`config.mk`:
```
export PLATFORM = sky130hd
export DESIGN_NAME = mips_mem_arbiter
export DESIGN_NICKNAME = d
export VERILOG_FILES = /design/src/rtl/mips_mem_arbiter.sv
export SDC_FILE = /design/constraint.sdc
export NUM_CORES = 1
export LEC_CHECK = 0
export ABC_CLOCK_PERIOD_IN_PS = 2200
export CAP_MARGIN = 20
export CORE_MARGIN = 2
export CORE_UTILIZATION = 32
export DETAILED_ROUTE_END_ITERATION = 10
export GPL_ROUTABILITY_DRIVEN = 1
export GPL_TIMING_DRIVEN = 0
export PLACE_DENSITY = 0.93
export SLEW_MARGIN = 20
export SYNTH_ARGS = -nofsm -noshare
export SYNTH_HDL_FRONTEND = slang
export SYNTH_SLANG_ARGS = --single-unit
```
`constraint.sdc`:
```
create_clock -name clk -period 2.2 [get_ports clk]
set_clock_uncertainty 0.15 [all_clocks]
set_input_delay 0.44 -clock clk [delete_from_list [all_inputs] [get_ports clk]]
set_output_delay 0.44 -clock clk [all_outputs]
set_load 0.02 [all_outputs]
```
`src/rtl/mips_mem_arbiter.sv`:
```
// mips_mem_arbiter
// Shares one single-port unified memory between instruction fetch (IF) and
// data memory (DM). It issues one access at a time, tracks the fixed read
// latency and routes the response back to the port that owns the access.
// DM has priority over IF. The optional starvation guard forces an IF grant
// after STARVE_LIMIT consecutive DM grants while IF waits. The guard is
// enabled by defining the macro MIPS_ARB_STARVE_GUARD_EN.
//
// Ports
//   clk, rst_n                    rising-edge clock, async active-low reset
//   if_req/if_addr                fetch request and address
//   if_gnt/if_rvalid/if_rdata     fetch grant pulse, data valid pulse, data
//   dm_req/dm_we/dm_addr/dm_wdata data request, write flag, address, wdata
//   dm_gnt/dm_rvalid/dm_rdata     data grant pulse, valid/write-done, data
//   mem_en/mem_we/mem_addr/mem_wdata  memory strobe and command, driven
//                                 combinationally from the grant winner
//   mem_rdata                     memory read data, valid MEM_LATENCY cycles
//                                 after mem_en
//   busy                          access outstanding (WAIT state)
module mips_mem_arbiter #(
    parameter int ADDR_WIDTH   = 32,
    parameter int DATA_WIDTH   = 16,
    parameter int MEM_LATENCY  = 1,
    parameter int STARVE_LIMIT = 4
) (
    input  logic                  clk,
    input  logic                  rst_n,
    input  logic                  if_req,
    input  logic [ADDR_WIDTH-1:0] if_addr,
    output logic                  if_gnt,
    output logic                  if_rvalid,
    output logic [DATA_WIDTH-1:0] if_rdata,
    input  logic                  dm_req,
    input  logic                  dm_we,
    input  logic [ADDR_WIDTH-1:0] dm_addr,
    input  logic [DATA_WIDTH-1:0] dm_wdata,
    output logic                  dm_gnt,
    output logic                  dm_rvalid,
    output logic [DATA_WIDTH-1:0] dm_rdata,
    output logic                  mem_en,
    output logic                  mem_we,
    output logic [ADDR_WIDTH-1:0] mem_addr,
    output logic [DATA_WIDTH-1:0] mem_wdata,
    input  logic [DATA_WIDTH-1:0] mem_rdata,
    output logic                  busy
);

    typedef enum logic [0:0] {
        ST_IDLE = 1'b0,
        ST_WAIT = 1'b1
    } state_t;

    localparam logic [2:0] LAT_LOAD = 3'(MEM_LATENCY - 1);

    state_t                  state_q, state_d;
    logic [2:0]              cnt_q, cnt_d;
    logic                    owner_dm_q, owner_dm_d;
    logic                    owner_we_q, owner_we_d;
    logic [DATA_WIDTH-1:0]   if_rdata_q, if_rdata_d;
    logic [DATA_WIDTH-1:0]   dm_rdata_q, dm_rdata_d;

    logic                    resp_s;
    logic                    arb_en_s;
    logic                    if_force_s;
    logic                    gnt_if_s;
    logic                    gnt_dm_s;

    // Response fires when the latency counter has run out; arbitration may
    // reuse that same cycle so back-to-back accesses lose no slot.
    assign resp_s   = (state_q == ST_WAIT) && (cnt_q == 3'd0);
    assign arb_en_s = (state_q == ST_IDLE) || resp_s;

`ifdef MIPS_ARB_STARVE_GUARD_EN
    logic [3:0] starve_q, starve_d;

    assign if_force_s = (starve_q == 4'(STARVE_LIMIT));

    // Count DM grants won while IF is waiting; cleared once IF is served or drops.
    always_comb begin
        starve_d = starve_q;
        if (!if_req) begin
            starve_d = 4'd0;
        end else if (gnt_if_s) begin
            starve_d = 4'd0;
        end else if (gnt_dm_s && (starve_q != 4'hF)) begin
            starve_d = starve_q + 4'd1;
        end else begin
            starve_d = starve_q;
        end
    end

    // Starvation counter register.
    always_ff @(posedge clk or negedge rst_n) begin
        if (!rst_n) begin
            starve_q <= 4'd0;
        end else begin
            starve_q <= starve_d;
        end
    end
`else
    assign if_force_s = 1'b0;
`endif

    // DM wins unless the starvation guard forces a waiting IF through.
    assign gnt_dm_s = arb_en_s && dm_req && !(if_req && if_force_s);
    assign gnt_if_s = arb_en_s && if_req && !gnt_dm_s;

    // FSM state register.
    always_ff @(posedge clk or negedge rst_n) begin
        if (!rst_n) begin
            state_q <= ST_IDLE;
        end else begin
            state_q <= state_d;
        end
    end

    // FSM next-state logic.
    always_comb begin
        state_d = state_q;
        case (state_q)
            ST_IDLE: begin
                if (gnt_if_s || gnt_dm_s) begin
                    state_d = ST_WAIT;
                end else begin
                    state_d = ST_IDLE;
                end
            end
            ST_WAIT: begin
                if (resp_s && !(gnt_if_s || gnt_dm_s)) begin
                    state_d = ST_IDLE;
                end else begin
                    state_d = ST_WAIT;
                end
            end
            default: state_d = ST_IDLE;
        endcase
    end

    // FSM outputs: grants, memory command, response routing.
    always_comb begin
        if_gnt    = gnt_if_s;
        dm_gnt    = gnt_dm_s;
        busy      = (state_q == ST_WAIT);
        if_rvalid = resp_s && !owner_dm_q;
        dm_rvalid = resp_s && owner_dm_q;
        mem_en    = 1'b0;
        mem_we    = 1'b0;
        mem_addr  = '0;
        mem_wdata = '0;
        if (gnt_dm_s) begin
            mem_en    = 1'b1;
            mem_we    = dm_we;
            mem_addr  = dm_addr;
            mem_wdata = dm_wdata;
        end else if (gnt_if_s) begin
            mem_en    = 1'b1;
            mem_we    = 1'b0;
            mem_addr  = if_addr;
            mem_wdata = '0;
        end else begin
            mem_en    = 1'b0;
        end
        // rdata passes mem_rdata through on its own rvalid, otherwise holds.
        if (if_rvalid) begin
            if_rdata = mem_rdata;
        end else begin
            if_rdata = if_rdata_q;
        end
        if (dm_rvalid) begin
            dm_rdata = owner_we_q ? {DATA_WIDTH{1'b0}} : mem_rdata;
        end else begin
            dm_rdata = dm_rdata_q;
        end
    end

    // Latency counter, owner and held read data next values.
    always_comb begin
        cnt_d      = cnt_q;
        owner_dm_d = owner_dm_q;
        owner_we_d = owner_we_q;
        if_rdata_d = if_rdata;
        dm_rdata_d = dm_rdata;
        if (gnt_if_s || gnt_dm_s) begin
            cnt_d      = LAT_LOAD;
            owner_dm_d = gnt_dm_s;
            owner_we_d = gnt_dm_s && dm_we;
        end else if (cnt_q != 3'd0) begin
            cnt_d = cnt_q - 3'd1;
        end else begin
            cnt_d = cnt_q;
        end
    end

    // Datapath registers.
    always_ff @(posedge clk or negedge rst_n) begin
        if (!rst_n) begin
            cnt_q      <= 3'd0;
            owner_dm_q <= 1'b0;
            owner_we_q <= 1'b0;
            if_rdata_q <= '0;
            dm_rdata_q <= '0;
        end else begin
            cnt_q      <= cnt_d;
            owner_dm_q <= owner_dm_d;
            owner_we_q <= owner_we_d;
            if_rdata_q <= if_rdata_d;
            dm_rdata_q <= dm_rdata_d;
        end
    end

endmodule

```
== Word level (Yosys, flattened, before mapping) ==
Cells that the tools add are included.
Storage, ports and cells
  output and inout bits: 87
  flip-flop bits (word level): 38
  word-level logic and storage cells: 38
Operators by class
  add/subtract/negate cells: 1
  muxes and demuxes: 14
  bitwise logic cells: 1
  reduce and logical (&&, ||, !) cells: 16
Operator list (number)
  16-bit 2-to-1 mux: 4
  32-bit 2-to-1 mux: 2
  1-bit logical AND: 8
  3-bit 2-to-1 mux: 2
  1-bit 2-to-1 mux: 5
  1-bit zero test: 3
  3-bit zero test: 1
  3-bit nonzero test: 1
  3-bit by 1-bit subtractor with 3-bit output, second input constant: 1
  1-bit logical OR: 2
  1-bit one-hot mux with 2 select lines: 1
  2-bit nonzero test: 1
  1-bit inverter: 1

== Longest topological paths before layout ==
Gate-level depths: netlist of run 1.
  depth after elaboration: 11
  gate-level depth with buffers: 8
  mapped depth without buffers: 6

== Worst setup path after synthesis of run 1 ==
OpenSTA, ideal clock, no wires.
  kind: register -> output
  start point: register cnt_q[0]
  end point: output dm_rdata[10]
  setup slack: -0.126 ns
  required time: 1.610 ns
  arrival time: 1.736 ns
  cell stages (with the launch flop): 8
  buffers on the path: 2
  cell sequence: dfrtp_1 inv_1 ha_1 ha_1 buf_4 nand3_1 clkbuf_1 o21ai_0
On the way
  longest elaborated chain between the ends: 4
Ends and longest elaborated chain
  start: declaration: line 56  | logic [2:0] cnt_q, cnt_d;
  start signal: assignment: line 203  | cnt_q <= cnt_d;
  3-bit zero test: line 70  | assign resp_s = (state_q == ST_WAIT) && (cnt_q == 3'd0);
  1-bit logical AND: line 70
  1-bit logical AND: line 145  | dm_rvalid = resp_s && owner_dm_q;
  16-bit 2-to-1 mux: line 169  | if (dm_rvalid) begin
  end: declaration: line 39  | output logic [DATA_WIDTH-1:0] dm_rdata,
No other way between the ends.

== Worst setup path in the final report of run 1 ==
  start point: register cnt_q[1]
  end point: output if_rdata[13]
On the way
  longest elaborated chain between the ends: 4
Ends and longest elaborated chain
  3-bit zero test: line 70
  1-bit logical AND: line 70
  1-bit logical AND: line 144  | if_rvalid = resp_s && !owner_dm_q;
  16-bit 2-to-1 mux: line 164  | if (if_rvalid) begin
  end: declaration: line 32  | output logic [DATA_WIDTH-1:0] if_rdata,
No other way between the ends.

==> reports/metrics.cfg, run 1 <==
[logic_synthesis]
synth.most_common_cell=dfrtp_1
synth.area.mux_share=0.0989
synth_area_um2=2160
yosysSeqAreaShare=0.440
synth-edff-count=0
synthSimpleGateAreaFrac=0.220
synth_area_leaders=dfrtp_1, a22oi_1, nor2_1
yosysTopAreaCell=dfrtp_1
async_flop_share=1.00
synth_fp_nets=338
ys.flop_type=dfrtp_1
synth_top_family_by_area=simple AND/OR/NAND/NOR gates
synthAdderAreaFrac=0.0116
syn_area_per_cell_um2=9.21
synth_compound_gate_area_share=0.167
ys_ff_latch=38
yosysWarnings=0
synth.top_cell.area_share=0.440
ys_top_cells_by_count=dfrtp_1, nor2_1, a22oi_1
synth_cell_type_count=24
synth_xor_area_frac=0.00405
synth_cells=235

[place]
place_congestion=0.814
place_ws_ns=-0.872
io_buffers=186
hpwlAfterDp_mm=6.44

[timing]
finalHoldViolCount=0
tightestPinTransition_ns=0.482
post-route-period-util=1.14
rsz0062_at_grt=yes
fin_crit_ns=2.51
finalSetupViolCount=84
slew_viol_final=0
fmax_mhz=398
slew_headroom=0.679
final.setup.worst_slack_ns=-0.310

[clock_tree]
clock-sinks=38
clk_latency_ns=0.29
clk_path_buf_depth=2
tritoncts=built
cts_buffers=5
clk_pin_slew_ns=0.07
cts_max_level=2
cts-root-buf=clkbuf_8

[drt]
drtAntennaViolNets=0
via_count=2710
drtIter0Drc=87
routed_wl_mm=9.47
viasPerCell=5.03
drc=1
wl_per_cell_um=17.6
firstDrtPassIters=7

[floorplanning]
fp.dieW_um=86.2
top_level_ports=188
start_util=0.335
coreArea_um2=6460
die_h_um=86.2
placementRows=29
die-area_um2=7430

[power]
power_density_nw_per_um2=532
ir_worst_vdd_v=0.000255
power.leakage_nw=2.28
power.total_mw=2.64

[min_path]
hp-class=flop to flop
hp-start=dm_rdata_q[15]
hold_path_depth=2
hold_path_end=dm_rdata_q[15]

[cells_and_area]
areaGrowthSynthToFinish_pct=130
diodes=0
fin_util=0.769
layout.nets=564
drive_gt1_frac=0.470

[run_status]
violations=design-rule violations, negative setup slack
status=finished, violations left

[critical_path]
cp_cell_sequence=inv_1 > ha_2 > ha_4 > nand3b_4 > clkbuf_16 > mux2_4 > buf_6
reg2regPathDepth=9
cp_max_fo=5
path_class=flop to output pin
cp.required_ns=1.61
cpPeakStageDelay_ns=0.38
cp-end-kind=output pin
r2r-start=cnt_q[1]
slowest_stage=dfrtp_1
r2r_end=owner_dm_q
critPathLaunchType=flop
crit_arrival_ns=1.92
r2r_slack_ns=0.33

[grt]
grtUsageTotal=0.240
grt_max_degree=21
overflow=0
antenna_found_initial=0
grt_pass1_wl_mm=13.9
grt_pass1_vias=2774

[run]
cap_violations=0

## kinds of logic after synthesis
group / Yosys count
and+or+nand+nor: 96
AOI/OAI and AO/OA: 55
DFF: 38
buffers and inverters: 27
muxes: 16
adders and majority gates: 2
xor gates and xnor gates: 1
## routing by layer
metal / track usage / part of all wire / vias to the layer above
met1: 0.246 / 0.33 / 1283
met3: 0.0590 / 0.070 / 17
met5: 0 / 0 / -
met4: 0.0781 / 0.021 / 0
met2: 0.470 / 0.58 / 135
li1: - / - / 1275
## metrics by stage
step | area, um2 | hold WS [ns] | TNS, ns | std cells
final | 4970 | 0.345 | -15.43 | 539
after global routing | 4970 | 0.366 | -23.29 | 539
after CTS | 4760 | 0.338 | -17.07 | 528
after detailed placement | 4140 | 0.272 | -51.66 | 499
after global placement | 4120 | 0.321 | -59.51 | 498
after floorplan | 2160 | -0.00559 | -1.36 | 235
## timing repair
action / CTS / global route
setup buffers: 15 / 10
gates cloned: 5 / 2
hold endpoints to repair: 18 / 0
gates resized for setup: 583 / 36
pin swaps: 26 / 5
setup endpoints to repair: 86 / 86
hold buffers: 1 / 0
## registers in the layout, summed over array words and instances (netlist names)
name,cells
owner_dm_q,1
busy,1
if_rdata_q,16
cnt_q,3
dm_rdata_q,16
owner_we_q,1
## layout by cell type (no fill, tap or decap), types with 2 or more instances in the layout
| cell type | count |
|---|---|
| a21oi_1 | 2 |
| a22oi_1 | 31 |
| and3_4 | 17 |
| buf_12 | 2 |
| buf_2 | 10 |
| buf_4 | 53 |
| buf_6 | 63 |
| buf_8 | 4 |
| clkbuf_1 | 7 |
| clkbuf_16 | 3 |
| clkbuf_8 | 5 |
| clkdlybuf4s50_1 | 98 |
| dfrtp_1 | 38 |
| inv_1 | 3 |
| mux2_2 | 7 |
| mux2_4 | 9 |
| nand2_1 | 12 |
| nand2_2 | 5 |
| nand2b_1 | 17 |
| nor2_1 | 25 |
| nor2_2 | 9 |
| nor2_4 | 3 |
| nor2b_1 | 2 |
| o21ai_0 | 3 |
| o21ai_2 | 3 |
| o21ai_4 | 11 |
| o22ai_1 | 3 |
## layout make-up
cell class,instances,area (um2)
Inverter,5,21.3
Clock buffer,7,76.3
Timing Repair Buffer,220,2170
Buffer,21,209
Tap cell,77,96.3
Clock inverter,1,30.0
Fill cell,434,1490
Multi-Input combinational cell,170,1410
Sequential cell,38,951
## worst max-delay path: cells and delay by family (launching register included)
| family | cells | cell delay (ns) |
|---|---|---|
| mux | 1 | 0.32 |
| simple gates | 1 | 0.15 |
| fa+ha+maj | 2 | 0.37 |
| buf+inv | 3 | 0.42 |
| flops | 1 | 0.38 |
## how the worst max path moves through the flow
stage               startpoint      endpoint  slack, ns
floorplan             cnt_q[0]  dm_rdata[10]      -0.13
global placement      cnt_q[0]  dm_rdata[10]      -0.80
detailed placement    cnt_q[0]   dm_rdata[8]      -0.87
CTS                   cnt_q[0]  if_rdata[12]      -0.31
global route          cnt_q[1]  if_rdata[13]      -0.39
finish                cnt_q[1]  if_rdata[13]      -0.31
## report_power, final
group	internal [mW]	switching, mW	leakage (nW)
Clock	0.339	0.235	0.0524
Sequential	0.792	0.0377	0.464
Combinational	0.669	0.568	1.77
Note: power is estimated with default switching activity, not from simulation.
==> run 2: changes to the inputs <==
CELL_PAD_IN_SITES_DETAIL_PLACEMENT = 0   (was not set)
CELL_PAD_IN_SITES_GLOBAL_PLACEMENT = 1   (was not set)
CORE_UTILIZATION = 21   (was 32)
PLACE_DENSITY = 0.92   (was 0.93)
==> run 2 against run 1 <==
The flow finishes with violations (negative setup slack). Routed wire length increased by 1.4%. Power increased by 8.3%. Sequential power increased by 1%. Combinational power increased by 4%. Via count decreased by 1.7%. Clock power increased by 28%. Non-clock buffer count increased by 1. Critical path depth unchanged.
==> reports/metrics.cfg, run 2 (synthesized netlist as in run 1, its figures left out) <==
[floorplanning]
start_util=0.213  ; was 0.335
placementRows=37  ; was 29
die-area_um2=11100  ; was 7430 um2
top_level_ports=188  ; unchanged
coreArea_um2=10100  ; was 6460 um2
die_h_um=105  ; was 86.2 um
fp.dieW_um=105  ; was 86.2 um

[cells_and_area]
drive_gt1_frac=0.495  ; was 0.470
areaGrowthSynthToFinish_pct=141  ; was 130%
final_common_cell=clkdlybuf4s50_1  ; unchanged
finalInstanceArea_um2=5200  ; was 4970 um2
top_regs=dm_rdata_q (16), if_rdata_q (16), cnt_q (3)  ; unchanged
fin_util=0.513  ; was 0.769
final_cell_mix=clkdlybuf4s50_1, buf_6, dfrtp_1  ; was clkdlybuf4s50_1, buf_6, buf_4
nFillCells=903  ; was 434
diodes=0  ; unchanged
layout.nets=565  ; was 564

[min_path]
hp-class=flop to flop  ; unchanged

[power]
power.clock.fraction=0.257  ; was 0.218
sw_frac_of_total=0.307  ; was 0.319
combinationalPowerShare=0.450  ; was 0.468
ir_worst_vdd_v=0.000396  ; was 0.000255 V
p_seq_frac=0.293  ; was 0.314
p_sw_uw=879  ; was 841 uW
intPower_mw=1.98  ; was 1.80 mW
power.leakage_nw=2.41  ; was 2.28 nW
power_density_nw_per_um2=550  ; was 532 nW/um2

[grt]
grt_pass1_wl_mm=14.5  ; was 13.9 mm
grtUsageTotal=0.161  ; was 0.240
overflow=0  ; unchanged
grt_max_degree=21  ; unchanged
grt_pass1_vias=2861  ; was 2774
antenna_found_initial=0  ; unchanged

[drt]
via_count=2664  ; was 2710
drtAntennaViolNets=0  ; unchanged
wl_per_cell_um=16.0  ; was 17.6 um
firstDrtPassIters=4  ; was 7
routed_wl_mm=9.60  ; was 9.47 mm
viasPerCell=4.45  ; was 5.03
drtIter0Drc=55  ; was 87
drc=0  ; was 1

[critical_path]
cp-end-kind=output pin  ; unchanged
cp.required_ns=1.61  ; about the same
critPathLaunchType=flop  ; unchanged
crit_arrival_ns=1.89  ; was 1.92 ns
cp_max_fo=7  ; was 5
path_class=flop to output pin  ; unchanged

[timing]
post-route-period-util=1.13  ; was 1.14
fmax_mhz=403  ; was 398 MHz
finalSetupViolCount=86  ; was 84
slew_viol_final=0  ; unchanged
rsz0062_at_grt=yes  ; unchanged
hold_ws_ns=0.348  ; was 0.345 ns
tightestPinTransition_ns=0.505  ; was 0.482 ns
final.setup.worst_slack_ns=-0.281  ; was -0.310 ns
slew_headroom=0.663  ; was 0.679
fin_crit_ns=2.48  ; was 2.51 ns
finalHoldViolCount=0  ; unchanged

[place]
hpwlAfterDp_mm=6.89  ; was 6.44 mm
io_buffers=186  ; unchanged
place_congestion=0.829  ; was 0.814
postPlaceCellArea_um2=4220  ; was 4140 um2

[run]
cap_violations=0  ; unchanged

[run_status]
violations=negative setup slack  ; was design-rule violations, negative setup slack
status=finished, violations left  ; unchanged

[clock_tree]
clk_pin_slew_ns=0.07  ; about the same
clk_path_buf_depth=2  ; unchanged
cts_buffers=5  ; unchanged
clock-sinks=38  ; unchanged
cts-root-buf=clkbuf_8  ; unchanged
clk_latency_ns=0.29  ; about the same
cts_max_level=2  ; unchanged
tritoncts=built  ; unchanged

-- run 2: area by class of cell --
class                      count  area (um2)  area share
timing repair buffer         221        2180       0.419
buffer                        21         213      0.0409
tap                          136         170      0.0327
sequential                    38         951       0.183
clock buffer                   6        82.6      0.0159
inverter                       5        21.3     0.00409
clock inverter                 2        60.1      0.0115
multi-input combinational    170        1530       0.294
-- run 2: worst max-delay path: stages (launching register included) --
cell	delay, ns
dfrtp_1	0.38
inv_1	0.06
ha_2	0.18
ha_4	0.18
nand3b_4	0.15
buf_12	0.19
mux2_4	0.31
buf_6	0.14
-- run 2: path summary, 6_finish.rpt --
check,end,slack (ns),from,cells past startpoint
min in group asynchronous,dm_rdata_q[0],0.50,rst_n,2
hold / removal,dm_rdata_q[2],0.35,dm_rdata_q[2],2
setup reg to reg,if_rdata_q[3],0.34,cnt_q[1],7
hold reg to reg,dm_rdata_q[2],0.35,dm_rdata_q[2],2
setup / recovery,if_rdata[3],-0.28,cnt_q[1],7
max in group asynchronous,dm_rdata_q[14],0.92,rst_n,3
-- run 2: stage by stage --
| stage | setup WS, ns | setup TNS (ns) | power (mW) | std cells |
|---|---|---|---|---|
| after detailed placement | -0.894 | -54.55 | 1.86 | 558 |
| final | -0.281 | -13.26 | 2.86 | 599 |
| after global placement | -0.881 | -68.01 | 1.84 | 557 |
| after CTS | -0.341 | -18.87 | 2.77 | 589 |
| after floorplan | -0.126 | -1.36 | 1.28 | 235 |
| after global routing | -0.351 | -20.32 | 2.98 | 599 |
-- run 2: per-layer routing --
metal | vias to the layer above | part of all wire | track usage
met5 | - | 0 | 0
li1 | 1269 | - | -
met3 | 8 | 0.065 | 0.0414
met4 | 0 | 0.011 | 0.0367
met1 | 1269 | 0.36 | 0.169
met2 | 118 | 0.56 | 0.318
-- run 2: what timing repair did --
action,in CTS,in global routing
hold endpoints to repair,18,0
gates resized for setup,585,59
hold buffers,1,0
cloned,5,2
pin swaps,18,21
setup endpoints to repair,86,86
setup buffers,17,10
-- run 2: power by group through the flow --
| stage | Combinational [mW] | Sequential, mW | Clock, mW |
|---|---|---|---|
| 2_1_floorplan | 0.454 | 0.825 | 0 |
| 3_3_place_gp | 1.01 | 0.829 | 0 |
| 3_5_place_dp | 1.02 | 0.835 | 0 |
| 4_1_cts | 1.19 | 0.830 | 0.750 |
| 6_report | 1.29 | 0.838 | 0.735 |
| 5_1_grt | 1.36 | 0.847 | 0.778 |
